[src/rtl/lv_pkg.sv]
// Shared definitions for the register-access arbiter: FSM state encoding
// and requester slot indices.
package lv_pkg;

  typedef enum logic [1:0] {
    IDLE = 2'd0,
    ACC  = 2'd1,
    RSP  = 2'd2
  } state_e;

  localparam int REQ_SPI = 0;
  localparam int REQ_OW  = 1;
  localparam int REQ_WDG = 2;
  localparam int NREQ    = 3;

endpackage

[src/rtl/lv_arb_pick.sv]
// Combinational winner select: SPI > OW > WDG, with the watchdog scanner
// promoted to the top once it has been starved for AGE_MAX cycles.
module lv_arb_pick
  import lv_pkg::*;
#(
  parameter int AGE_MAX = 15
) (
  input  logic [NREQ-1:0] req,
  input  logic [3:0]      age,
  output logic [NREQ-1:0] win
);

  localparam logic [3:0] AGE_LIM = 4'(AGE_MAX);

  always_comb begin
    win = '0;
    if (req[REQ_WDG] && (age >= AGE_LIM)) begin
      win[REQ_WDG] = 1'b1;
    end else if (req[REQ_SPI]) begin
      win[REQ_SPI] = 1'b1;
    end else if (req[REQ_OW]) begin
      win[REQ_OW] = 1'b1;
    end else if (req[REQ_WDG]) begin
      win[REQ_WDG] = 1'b1;
    end
  end

endmodule

[src/rtl/lv_reg_arb.sv]
// Three-way register-file arbiter (SPI, one-wire, CRC watchdog) with one
// access in flight and mode-gated write permission.
// Handshake: a requester holds i_req and its payload until its o_gnt pulse;
// the payload is captured on the IDLE cycle that picks it, and o_rvld for
// that requester follows o_gnt by exactly one cycle.
module lv_reg_arb
  import lv_pkg::*;
#(
  parameter int AW      = 7,
  parameter int DW      = 8,
  parameter int CRC_W   = 8,
  parameter int AGE_MAX = 15
) (
  input  logic               i_clk,
  input  logic               i_rst_n,
  input  logic [2:0]         i_req,
  input  logic [2:0]         i_wr,
  input  logic [3*AW-1:0]    i_addr,
  input  logic [3*DW-1:0]    i_wdata,
  input  logic [3*CRC_W-1:0] i_wcrc,
  input  logic               i_test_mode_status,
  input  logic               i_cfg_mode_status,
  output logic [2:0]         o_gnt,
  output logic [2:0]         o_rvld,
  output logic               o_rsp_err,
  output logic [DW-1:0]      o_rdata,
  output logic [CRC_W-1:0]   o_rcrc,
  output logic               o_wen,
  output logic               o_ren,
  output logic [AW-1:0]      o_addr,
  output logic [DW-1:0]      o_wdata,
  output logic [CRC_W-1:0]   o_wcrc,
  input  logic [DW-1:0]      i_rdata,
  input  logic [CRC_W-1:0]   i_rcrc,
  output logic [1:0]         o_dbg_state
);

  state_e            state;
  logic [NREQ-1:0]   win;
  logic [NREQ-1:0]   win_q;
  logic              wr_q;
  logic [AW-1:0]     addr_q;
  logic [DW-1:0]     wdata_q;
  logic [CRC_W-1:0]  wcrc_q;
  logic              err_q;
  logic [3:0]        age_q;
  logic [DW-1:0]     rdata_q;
  logic [CRC_W-1:0]  rcrc_q;

  logic              sel_wr;
  logic [AW-1:0]     sel_addr;
  logic [DW-1:0]     sel_wdata;
  logic [CRC_W-1:0]  sel_wcrc;
  logic              in_acc;
  logic              in_rsp;
  logic              wr_ok;

  lv_arb_pick #(.AGE_MAX(AGE_MAX)) u_pick (
    .req (i_req),
    .age (age_q),
    .win (win)
  );

  always_comb begin
    sel_wr    = 1'b0;
    sel_addr  = '0;
    sel_wdata = '0;
    sel_wcrc  = '0;
    for (int k = 0; k < NREQ; k++) begin
      if (win[k]) begin
        sel_wr    = i_wr[k];
        sel_addr  = i_addr[k*AW +: AW];
        sel_wdata = i_wdata[k*DW +: DW];
        sel_wcrc  = i_wcrc[k*CRC_W +: CRC_W];
      end
    end
  end

  assign in_acc = (state == ACC);
  assign in_rsp = (state == RSP);
  // The watchdog scanner only ever reads; its writes are refused in any mode.
  assign wr_ok  = !win_q[REQ_WDG] && (i_test_mode_status || i_cfg_mode_status);

  assign o_gnt       = in_acc ? win_q : '0;
  assign o_rvld      = in_rsp ? win_q : '0;
  assign o_rsp_err   = in_rsp && err_q;
  assign o_wen       = in_acc && wr_q && wr_ok;
  assign o_ren       = in_acc && !wr_q;
  assign o_addr      = in_acc ? addr_q  : '0;
  assign o_wdata     = in_acc ? wdata_q : '0;
  assign o_wcrc      = in_acc ? wcrc_q  : '0;
  assign o_rdata     = rdata_q;
  assign o_rcrc      = rcrc_q;
  assign o_dbg_state = state;

  always_ff @(posedge i_clk or negedge i_rst_n) begin
    if (!i_rst_n) begin
      age_q <= '0;
    end else if (!i_req[REQ_WDG] || (in_acc && win_q[REQ_WDG])) begin
      age_q <= '0;
    end else if (age_q != 4'hF) begin
      age_q <= age_q + 4'd1;
    end
  end

  always_ff @(posedge i_clk or negedge i_rst_n) begin
    if (!i_rst_n) begin
      state   <= IDLE;
      win_q   <= '0;
      wr_q    <= 1'b0;
      addr_q  <= '0;
      wdata_q <= '0;
      wcrc_q  <= '0;
      err_q   <= 1'b0;
      rdata_q <= '0;
      rcrc_q  <= '0;
    end else begin
      case (state)
        IDLE: begin
          if (|i_req) begin
            win_q   <= win;
            wr_q    <= sel_wr;
            addr_q  <= sel_addr;
            wdata_q <= sel_wdata;
            wcrc_q  <= sel_wcrc;
            state   <= ACC;
          end
        end
        ACC: begin
          err_q   <= wr_q && !wr_ok;
          rdata_q <= wr_q ? '0 : i_rdata;
          rcrc_q  <= wr_q ? '0 : i_rcrc;
          state   <= RSP;
        end
        RSP:     state <= IDLE;
        default: state <= IDLE;
      endcase
    end
  end

endmodule

[config.mk]
export PLATFORM = sky130hd
export DESIGN_NAME = lv_reg_arb
export DESIGN_NICKNAME = d
export VERILOG_FILES = /design/src/rtl/lv_pkg.sv /design/src/rtl/lv_arb_pick.sv /design/src/rtl/lv_reg_arb.sv
export SDC_FILE = /design/constraint.sdc
export NUM_CORES = 1
export LEC_CHECK = 0
export CORE_MARGIN = 8
export CORE_UTILIZATION = 40
export CTS_CLUSTER_SIZE = 16
export DETAILED_ROUTE_END_ITERATION = 8
export PLACE_DENSITY = 0.84
export SLEW_MARGIN = 25
export SYNTH_ARGS = -nofsm -noshare
export SYNTH_HDL_FRONTEND = slang
export SYNTH_SLANG_ARGS = --single-unit
[constraint.sdc]
create_clock -name i_clk -period 2.25 [get_ports i_clk]
set_input_delay 0.45 -clock i_clk [delete_from_list [all_inputs] [get_ports i_clk]]
set_output_delay 0.45 -clock i_clk [all_outputs]
set_load 0.03 [all_outputs]
==> results of run 1 <==
[synth_stat cells (2+ instances only)]
cell type | count | share of area
a221oi_1 | 5 | 0.016
a221oi_2 | 19 | 0.10
and2_1 | 31 | 0.071
buf_2 | 9 | 0.016
buf_4 | 2 | 0.0055
buf_6 | 2 | 0.0082
clkbuf_1 | 9 | 0.012
dfrtp_1 | 50 | 0.46
inv_2 | 2 | 0.0027
nand2_1 | 62 | 0.085
nand2b_1 | 2 | 0.0046
nand3_1 | 2 | 0.0037
nand3b_1 | 16 | 0.044
nor2_1 | 32 | 0.044
nor2b_1 | 2 | 0.0046
nor3_1 | 3 | 0.0055
o21ai_0 | 3 | 0.0055
o31ai_1 | 24 | 0.066
[cell usage in the layout (no fill, tap or decap), drive strengths merged]
master and n:
clkdlybuf4s50 111, clkbuf 6, mux2 1, dlygate4sd2 4
nand2 62, o31ai 25, nand2b 2, a31oi 1
dfrtp 50, a221oi 24, a211o 1, mux2i 1
nand4 1, nor2b 2, clkinvlp 1, nor3b 1
o21ai 3, inv 3, nand3b 16, clkinv 1
and2 31, nor3 3, buf 45, nand3 2
ha 1, nor2 32, a21boi 1, xnor2 1
[cells by family after synthesis]
logic type	after synthesis
simple gates	152
compound gates	55
flops	50
buf+inv	26
mux	2
xor+xnor	1
fa+ha+maj	1
[state kept, by name (all words and copies together), names as in the netlist]
signal	cells
wr_q	1
addr_q	7
win_q	3
wcrc_q	8
err_q	1
age_q	4
o_dbg_state	2
o_rdata	8
o_rcrc	8
wdata_q	8
[per-layer routing]
layer,part of all wire,vias to the layer above,GRT usage
li1,-,1289,-
met1,0.40,1265,0.201
met2,0.52,102,0.330
met3,0.059,14,0.0536
met4,0.021,0,0.0602
met5,0,-,0
[report_power, final]
part	total [W]	internal, W	leakage (nW)	switching, W
Combinational	0.00261	0.00112	1.27	0.00150
Clock	0.000557	0.000248	0.0472	0.000309
Sequential	0.00148	0.00128	0.636	0.000205
[area by class of cell]
class	instances	area [µm²]
fillers	579	2350
repair buffers	160	1560
well taps	80	100
flip-flops and latches	50	1250
inverters	3	13.8
clock buffers	6	82.6
multi-input cells	211	1360
clock inverters	2	12.5
[what timing repair did]
| item | CTS | global route |
|---|---|---|
| pin swaps | 0 | 0 |
| setup endpoints to repair | 4 | 20 |
| gates resized for setup | 5 | 2 |
[final timing paths]
check,to,slack [ps],depth (start not counted)
setup reg to reg,wcrc_q[0]$_DFFE_PN0P_,430,6
min in group i_clk,o_rdata[4]$_DFFE_PN0N_,470,2
max in group asynchronous,age_q[1]$_DFFE_PN0P_,1580,2
setup / recovery,o_wdata[0],150,5
hold reg to reg,o_rdata[4]$_DFFE_PN0N_,470,2
hold / removal,addr_q[5]$_DFFE_PN0P_,130,1
[worst max-delay path: stages (launching register included)]
cell	delay, ps
dfrtp_1	420
nand2b_1	200
inv_4	210
buf_12	180
and2_1	160
buf_4	170
[per-stage QoR]
stage,utilization,std cells,power [W]
floorplan,-,287,0.00300
global placement,0.637,504,0.00406
detailed placement,0.637,504,0.00415
CTS,0.650,512,0.00470
global route,0.651,512,0.00499
finish,0.651,512,0.00465
==> impl_metrics.csv, run 1 <==
group,metric,value,unit
worst_setup_path,critPathMaxFanout,21,
sta,final_max_slew_viol_count,0,
drt,drt-pass1-iter-count,4,
logic_synthesis,yosys_warnings,0,
floorplan,row_count,30,
drt,vias,2670,
cts,clockBufferDepth,2,
logic_synthesis,synthAdderAreaFrac,0.00458,
sta,rsz0062_at_grt,"no",
worst_setup_path,crit_path_start,"o_dbg_state[1]$_DFFE_PN0P_",
flow_run,cap_viol_max_count,0,
logic_synthesis,netlist_instances,287,
sta,skew,11.8,ps
worst_setup_path,r2r_start,"age_q[0]$_DFFE_PN0P_",
logic_synthesis,ys_seq_area_frac,0.458,
worst_setup_path,crit_type,"flop to primary output",
cts,cts_buffers,5,
floorplan,ioPinCount,145,
logic_synthesis,synth-xor-area-share,0.00320,
floorplan,die_y,98.7,µm
worst_setup_path,startpoint_type,"flop",
sta,slew_headroom,0.632,
sta,max_freq,477,MHz
grt,grt_pass1_vias,2902,
sta,fin_crit,2100,ps
placed_design,place.gp.congestion,0.779,
sta,finalWorstSetupSlack,153,ps
drt,initialDrtViolationCount,79,
layout,area_growth,60.0,%
power_and_ir_drop,power_leakage,1.95,nW
drt,drc_errors,0,
power_and_ir_drop,irDropWorstVdd,0.399,mV
cts,insertion_delay,310,ps
drt,wl_per_cell,17.2,µm
sta,final.setup.tns,0,ps
drt,viasPerCell,5.21,
cts,path_clk_slew,90,ps
grt,grt_pass1_wl,14.5,mm
power_and_ir_drop,power_density,1060,mW/mm²
cts,ctsHoldBuffers,0,
drt,postRouteAntennaNets,0,
logic_synthesis,syn_avg_cell_area,9.53,µm²
placed_design,io_buffers,144,
sta,period_share,0.932,
logic_synthesis,synth_compound_area_frac,0.209,
sta,fin_hold_ws,125,ps
cts,root_buffer,"clkbuf_8",
grt,grt_max_degree,29,
logic_synthesis,synthArstFlopShare,1.00,
layout,finalInstanceArea,0.00437,mm²
cts,cts_htree_levels,2,
outcome,status,"finished clean",
logic_synthesis,ys.flop_type,"dfrtp_1",
drt,drt_wl_total,8.83,mm
worst_setup_path,cp-end-kind,"primary output",
logic_synthesis,synth_top_family_by_area,"simple AND/OR/NAND/NOR gates",
layout,drive_above_1_share,0.185,
logic_synthesis,synthMuxAreaShare,0.00778,
logic_synthesis,yosys_register_bits,50,
worst_hold_path,hold_class,"input pin to asynchronous set/reset pin",
placed_design,dp_hpwl,7.06,mm
logic_synthesis,synth-edff-count,0,
sta,worst_slew_pin_slew,552,ps
logic_synthesis,syn-cell-area,0.00273,mm²
worst_setup_path,crit_required,1800,ps
sta,hold_violations,0,
floorplan,start_util,0.407,
placed_design,placed_cell_area,0.00428,mm²
grt,grt_usage,0.183,
worst_setup_path,arrival,1650,ps
cts,cts_setup_buffers,0,
logic_synthesis,synth.distinct_cells,30,
floorplan,fp.dieW,98.7,µm
grt,grt_overflow_total,0,
logic_synthesis,syn_nets,383,
logic_synthesis,yosys.area_share.simple,0.270,
sta,final-setup-viol-count,0,
layout,num_antenna_cells,0,
floorplan,die-area,0.00974,mm²
floorplan,core-area,0.00672,mm²
layout,fin_nets,527,
placed_design,place_ws,61.7,ps
cts,cts_tree,"done",
cts,cts_sinks,50,
grt,grt_antenna_before_repair,0,
(Power assumes the default switching activity.)
==> run 2, diff against run 1 <==
--- a/config.mk
+++ b/config.mk
@@ -6,10 +6,9 @@
 export NUM_CORES = 1
 export LEC_CHECK = 0
 export CORE_MARGIN = 8
-export CORE_UTILIZATION = 40
-export CTS_CLUSTER_SIZE = 16
+export CORE_UTILIZATION = 30
 export DETAILED_ROUTE_END_ITERATION = 8
-export PLACE_DENSITY = 0.84
+export PLACE_DENSITY = 0.66
 export SLEW_MARGIN = 25
 export SYNTH_ARGS = -nofsm -noshare
 export SYNTH_HDL_FRONTEND = slang
==> run 2 against run 1 <==
  * First-iteration DRC count increased by 43%
  * Via count decreased by 2.5%
  * Total power decreased by 1.3%
  * Hold slack improved by 19 ps
  * Count of clock-buffer cells in the layout unchanged
  * Sequential cell count unchanged
  * Sequential share of layout area decreased by 0.47 points
  * Global-route usage decreased by 3.9 points
  * Combinational power decreased by 2%
==> impl_metrics.csv, run 2 (synthesized netlist as in run 1, its figures left out) <==
group,metric,value,unit
outcome,status,"finished clean",
worst_setup_path,crit_type,"flop to primary output",
cts,clockBufferDepth,2,
sta,worst_slew_pin_slew,731,ps
grt,grt_pass1_wl,14.9,mm
worst_setup_path,max_stage_delay,430,ps
sta,fin_crit,2080,ps
placed_design,dpl.cell_count,538,
power_and_ir_drop,power.total,0.00459,W
worst_setup_path,cp_top_family,"buffers and inverters",
drt,vias,2602,
power_and_ir_drop,intPower,0.00260,W
worst_setup_path,crit_required,1800,ps
power_and_ir_drop,p_switching,0.00199,W
drt,drt-pass1-iter-count,4,
sta,slew_headroom,0.512,
grt,grt_pass1_vias,2851,
worst_setup_path,crit_chain,"nand2b_2 -> clkinv_4 -> buf_4 -> and2_1 -> buf_4",
layout,area_growth,62.6,%
cts,cts_setup_buffers,0,
cts,ctsHoldBuffers,0,
floorplan,start_util,0.303,
drt,wl_per_cell,16.6,µm
sta,final-setup-viol-count,0,
power_and_ir_drop,pwr-share-comb,0.559,
grt,grt_overflow_total,0,
power_and_ir_drop,pwr-share-seq,0.321,
flow_run,cap_viol_max_count,0,
layout,multi_input_area,0.00137,mm²
cts,cts_buffers,5,
drt,drc_errors,0,
floorplan,ioPinCount,145,
layout,final_cells,546,
worst_setup_path,critPathMaxFanout,18,
power_and_ir_drop,power_switching_share,0.434,
worst_setup_path,cpMaxStageDelayCell,"dfrtp_1",
drt,viasPerCell,4.77,
sta,rsz0062_at_grt,"no",
grt,grt_antenna_before_repair,1,
worst_setup_path,arrival,1630,ps
drt,initialDrtViolationCount,113,
grt,grt_usage,0.145,
sta,max_freq,482,MHz
floorplan,die_y,111,µm
layout,mostFrequentLayoutCells,"111 x clkdlybuf4s50_1, 62 x nand2_1, 50 x dfrtp_1",
placed_design,dp_hpwl,7.11,mm
cts,cts_sinks,50,
worst_setup_path,critPathBufInv,3,
worst_setup_path,path_common_cell,"buf_4",
grt,grt_max_degree,34,
cts,ctsResizeCount,6,
sta,period_share,0.923,
power_and_ir_drop,power_density,1030,mW/mm²
placed_design,placed_cell_area,0.00434,mm²
worst_setup_path,startpoint_type,"flop",
sta,hold_violations,0,
worst_setup_path,cp-end-kind,"primary output",
layout,regArea,0.00125,mm²
floorplan,core-area,0.00902,mm²
cts,path_clk_slew,90,ps
power_and_ir_drop,clkPwrFrac,0.120,
cts,cts_tree,"done",
layout,num_antenna_cells,0,
floorplan,row_count,35,
placed_design,place.gp.congestion,0.761,
layout,fillers,864,
worst_hold_path,hold_class,"input pin to asynchronous set/reset pin",
power_and_ir_drop,power_leakage,1.99,nW
power_and_ir_drop,irDropWorstVdd,0.458,mV
floorplan,fp.dieW,111,µm
drt,drt_wl_total,9.05,mm
cts,root_buffer,"clkbuf_8",
cts,cts_htree_levels,2,
sta,final_max_slew_viol_count,0,
layout,final_common_cell,"clkdlybuf4s50_1",
floorplan,die-area,0.0124,mm²
layout,drive_above_1_share,0.193,
layout,finalInstanceArea,0.00445,mm²
drt,postRouteAntennaNets,0,
cts,insertion_delay,300,ps
sta,skew,3.78,ps
placed_design,io_buffers,144,
layout,fin_nets,530,
## run 2: layout make-up
class                      instances  share of cell area
clock inverter                     2             0.00281
clock buffer                       6              0.0186
timing repair buffer             163               0.354
tap                              111              0.0312
sequential                        50               0.281
inverter                           3             0.00366
multi-input combinational        211               0.309
## run 2: per-stage QoR
step	setup WS [ps]	utilization	TNS [ps]	hold slack (ps)
after detailed placement	-101	0.481	-1210	455
final	173	0.493	0	145
after global routing	25.3	0.493	0	180
after floorplan	150	-	0	154
after global placement	-91.6	0.481	-1730	449
after CTS	23.2	0.492	0	141
## run 2: path summary, 6_finish.rpt
kind / start / end / slack, ps / cells past startpoint
setup / recovery: o_dbg_state[1]$_DFFE_PN0P_ / o_wdata[0] / 170 / 5
hold / removal: i_rst_n / addr_q[6]$_DFFE_PN0P_ / 140 / 1
setup reg to reg: age_q[0]$_DFFE_PN0P_ / wdata_q[1]$_DFFE_PN0P_ / 310 / 7
hold reg to reg: o_rdata[4]$_DFFE_PN0N_ / o_rdata[4]$_DFFE_PN0N_ / 470 / 2
max in group asynchronous: i_rst_n / o_rdata[6]$_DFFE_PN0N_ / 1460 / 2
min in group i_clk: o_rdata[4]$_DFFE_PN0N_ / o_rdata[4]$_DFFE_PN0N_ / 470 / 2
## run 2: per-layer routing
layer | GRT usage | up-vias | share of wire
met3 | 0.0500 | 8 | 0.071
met4 | 0.0427 | 2 | 0.013
met1 | 0.172 | 1209 | 0.42
li1 | - | 1288 | -
met2 | 0.240 | 95 | 0.49
met5 | 0 | - | 0.0014
## run 2: power groups by stage
| stage | clock (W) | combinational [W] | sequential (W) |
|---|---|---|---|
| finish | 0.000552 | 0.00256 | 0.00148 |
| global route | 0.000607 | 0.00277 | 0.00154 |
| CTS | 0.000578 | 0.00260 | 0.00148 |
| detailed placement | 0 | 0.00260 | 0.00150 |
| global placement | 0 | 0.00256 | 0.00148 |
| floorplan | 0 | 0.00127 | 0.00172 |
==> run 3, diff against run 2 <==
--- a/config.mk
+++ b/config.mk
@@ -5,10 +5,9 @@
 export SDC_FILE = /design/constraint.sdc
 export NUM_CORES = 1
 export LEC_CHECK = 0
-export CORE_MARGIN = 8
-export CORE_UTILIZATION = 30
+export CORE_UTILIZATION = 35
 export DETAILED_ROUTE_END_ITERATION = 8
-export PLACE_DENSITY = 0.66
+export PLACE_DENSITY = 0.75
 export SLEW_MARGIN = 25
 export SYNTH_ARGS = -nofsm -noshare
 export SYNTH_HDL_FRONTEND = slang
==> run 3 against run 2 <==
  * Sequential cell count is the same
  * Non-clock buffer count shrank 2
  * Clock skew grew 2.9 ps
  * Hold slack lost 61 ps
  * Largest power group unchanged
  * Worst setup slack lost 110 ps
  * Maximum frequency shrank 4.8%
  * Wire length shrank 15%
  * Highest routed layer is now met4
  * Via count grew 0.42%
==> impl_metrics.csv, run 3 (synthesized netlist as in run 1, its figures left out) <==
group,metric,value,unit
power_and_ir_drop,power_density,1050,mW/mm²
worst_setup_path,path_depth,3,
drt,wl_per_cell,14.4,µm
sta,worst_slew_pin_slew,434,ps
floorplan,start_util,0.369,
layout,final_common_cell,"clkdlybuf4s50_1",
sta,period_share,0.970,
floorplan,core-area,0.00741,mm²
sta,slew_headroom,0.710,
layout,final_cells,532,
sta,skew,6.64,ps
worst_setup_path,cpMaxStageDelayCell,"clkdlybuf4s50_1",
floorplan,die_y,90.4,µm
cts,cts_tree,"done",
worst_hold_path,hold_class,"input pin to asynchronous set/reset pin",
placed_design,dpl.cell_count,524,
worst_setup_path,startpoint_type,"flop",
cts,cts_sinks,50,
worst_setup_path,reg2regPathDepth,6,
worst_setup_path,cp_top_family,"buffers and inverters",
grt,grt_pass1_vias,2632,
cts,insertion_delay,300,ps
outcome,status,"finished clean",
cts,root_buffer,"clkbuf_8",
floorplan,fp.dieW,90.4,µm
floorplan,ioPinCount,145,
placed_design,dp_hpwl,5.96,mm
sta,final_max_slew_viol_count,0,
layout,num_antenna_cells,0,
worst_setup_path,crit_chain,"nand2b_1 -> nor2_1 -> clkdlybuf4s50_1",
worst_setup_path,critPathMaxFanout,4,
worst_setup_path,crit_required,1800,ps
worst_setup_path,max_stage_delay,690,ps
worst_setup_path,crit-reg2reg-capture,"wdata_q[1]$_DFFE_PN0P_",
layout,multi_input_area,0.00136,mm²
sta,final.setup.tns,0,ps
worst_setup_path,r2r_start,"age_q[0]$_DFFE_PN0P_",
grt,grt_overflow_total,0,
layout,drive_above_1_share,0.185,
sta,max_freq,458,MHz
placed_design,io_buffers,144,
cts,path_clk_slew,80,ps
placed_design,place.gp.congestion,0.759,
sta,fin_crit,2180,ps
worst_setup_path,cp-end-kind,"primary output",
worst_setup_path,crit_type,"flop to primary output",
grt,grt_pass1_wl,12.5,mm
layout,mostFrequentLayoutCells,"112 x clkdlybuf4s50_1, 62 x nand2_1, 50 x dfrtp_1",
cts,cts_htree_levels,2,
grt,grt_usage,0.192,
drt,drc_errors,0,
cts,cts_buffers,5,
worst_setup_path,rrSetupSlack,400,ps
drt,drt-pass1-iter-count,4,
worst_setup_path,arrival,1730,ps
floorplan,row_count,31,
cts,clockBufferDepth,2,
power_and_ir_drop,power_leakage,1.96,nW
drt,drt_wl_total,7.68,mm
layout,area_growth,60.5,%
drt,viasPerCell,4.91,
power_and_ir_drop,irDropWorstVdd,0.399,mV
drt,vias,2613,
sta,hold_violations,0,
layout,fillers,651,
drt,initialDrtViolationCount,87,
floorplan,die-area,0.00817,mm²
drt,postRouteAntennaNets,0,
layout,regArea,0.00125,mm²
grt,grt_antenna_before_repair,0,
grt,grt_max_degree,33,
worst_setup_path,critPathBufInv,1,
flow_run,cap_viol_max_count,0,
layout,post-route-util,0.592,
sta,fin_hold_ws,83.7,ps
cts,cts_setup_buffers,0,
sta,final-setup-viol-count,0,
layout,fin_nets,528,
==> run 3: area by class of cell <==
cell class / count / area share
inverter: 3 / 0.00314
multi-input combinational: 211 / 0.310
sequential: 50 / 0.285
timing repair buffer: 161 / 0.348
clock buffer: 8 / 0.0251
tap: 99 / 0.0282
==> run 3: timing repair <==
action,4_1_cts,5_1_grt
hold buffers,0,0
setup endpoints to repair,4,1
gates resized for setup,4,2
==> run 3: worst max path at each step <==
stage,start,slack (ps),to
floorplan,o_dbg_state[1]$_DFFE_PN0P_,150,o_wen
global placement,i_req[2],90,wdata_q[4]$_DFFE_PN0P_
finish,o_dbg_state[1]$_DFFE_PN0P_,70,o_ren
CTS,o_dbg_state[1]$_DFFE_PN0P_,20,o_wen
detailed placement,i_req[2],40,wdata_q[0]$_DFFE_PN0P_
global route,o_dbg_state[1]$_DFFE_PN0P_,-4,o_wen
==> run 3: where the power goes <==
group | internal [W] | switching [W]
Clock | 0.000311 | 0.000281
Combinational | 0.00108 | 0.00146
Sequential | 0.00128 | 0.000188
Total | 0.00266 | 0.00193
==> run 3: per-layer routing <==
layer	share of wire	track usage
met1	0.41	0.226
met2	0.51	0.342
met3	0.065	0.0488
met4	0.016	0.0551
met5	0	0
==> run 3: per-stage QoR <==
stage,setup WS [ps],cell area (µm²),total power [W]
CTS,24.6,4390,0.00464
floorplan,150,2730,0.00300
finish,68.2,4390,0.00460
global placement,93.5,4280,0.00400
global route,-4.13,4390,0.00492
detailed placement,37.4,4280,0.00405
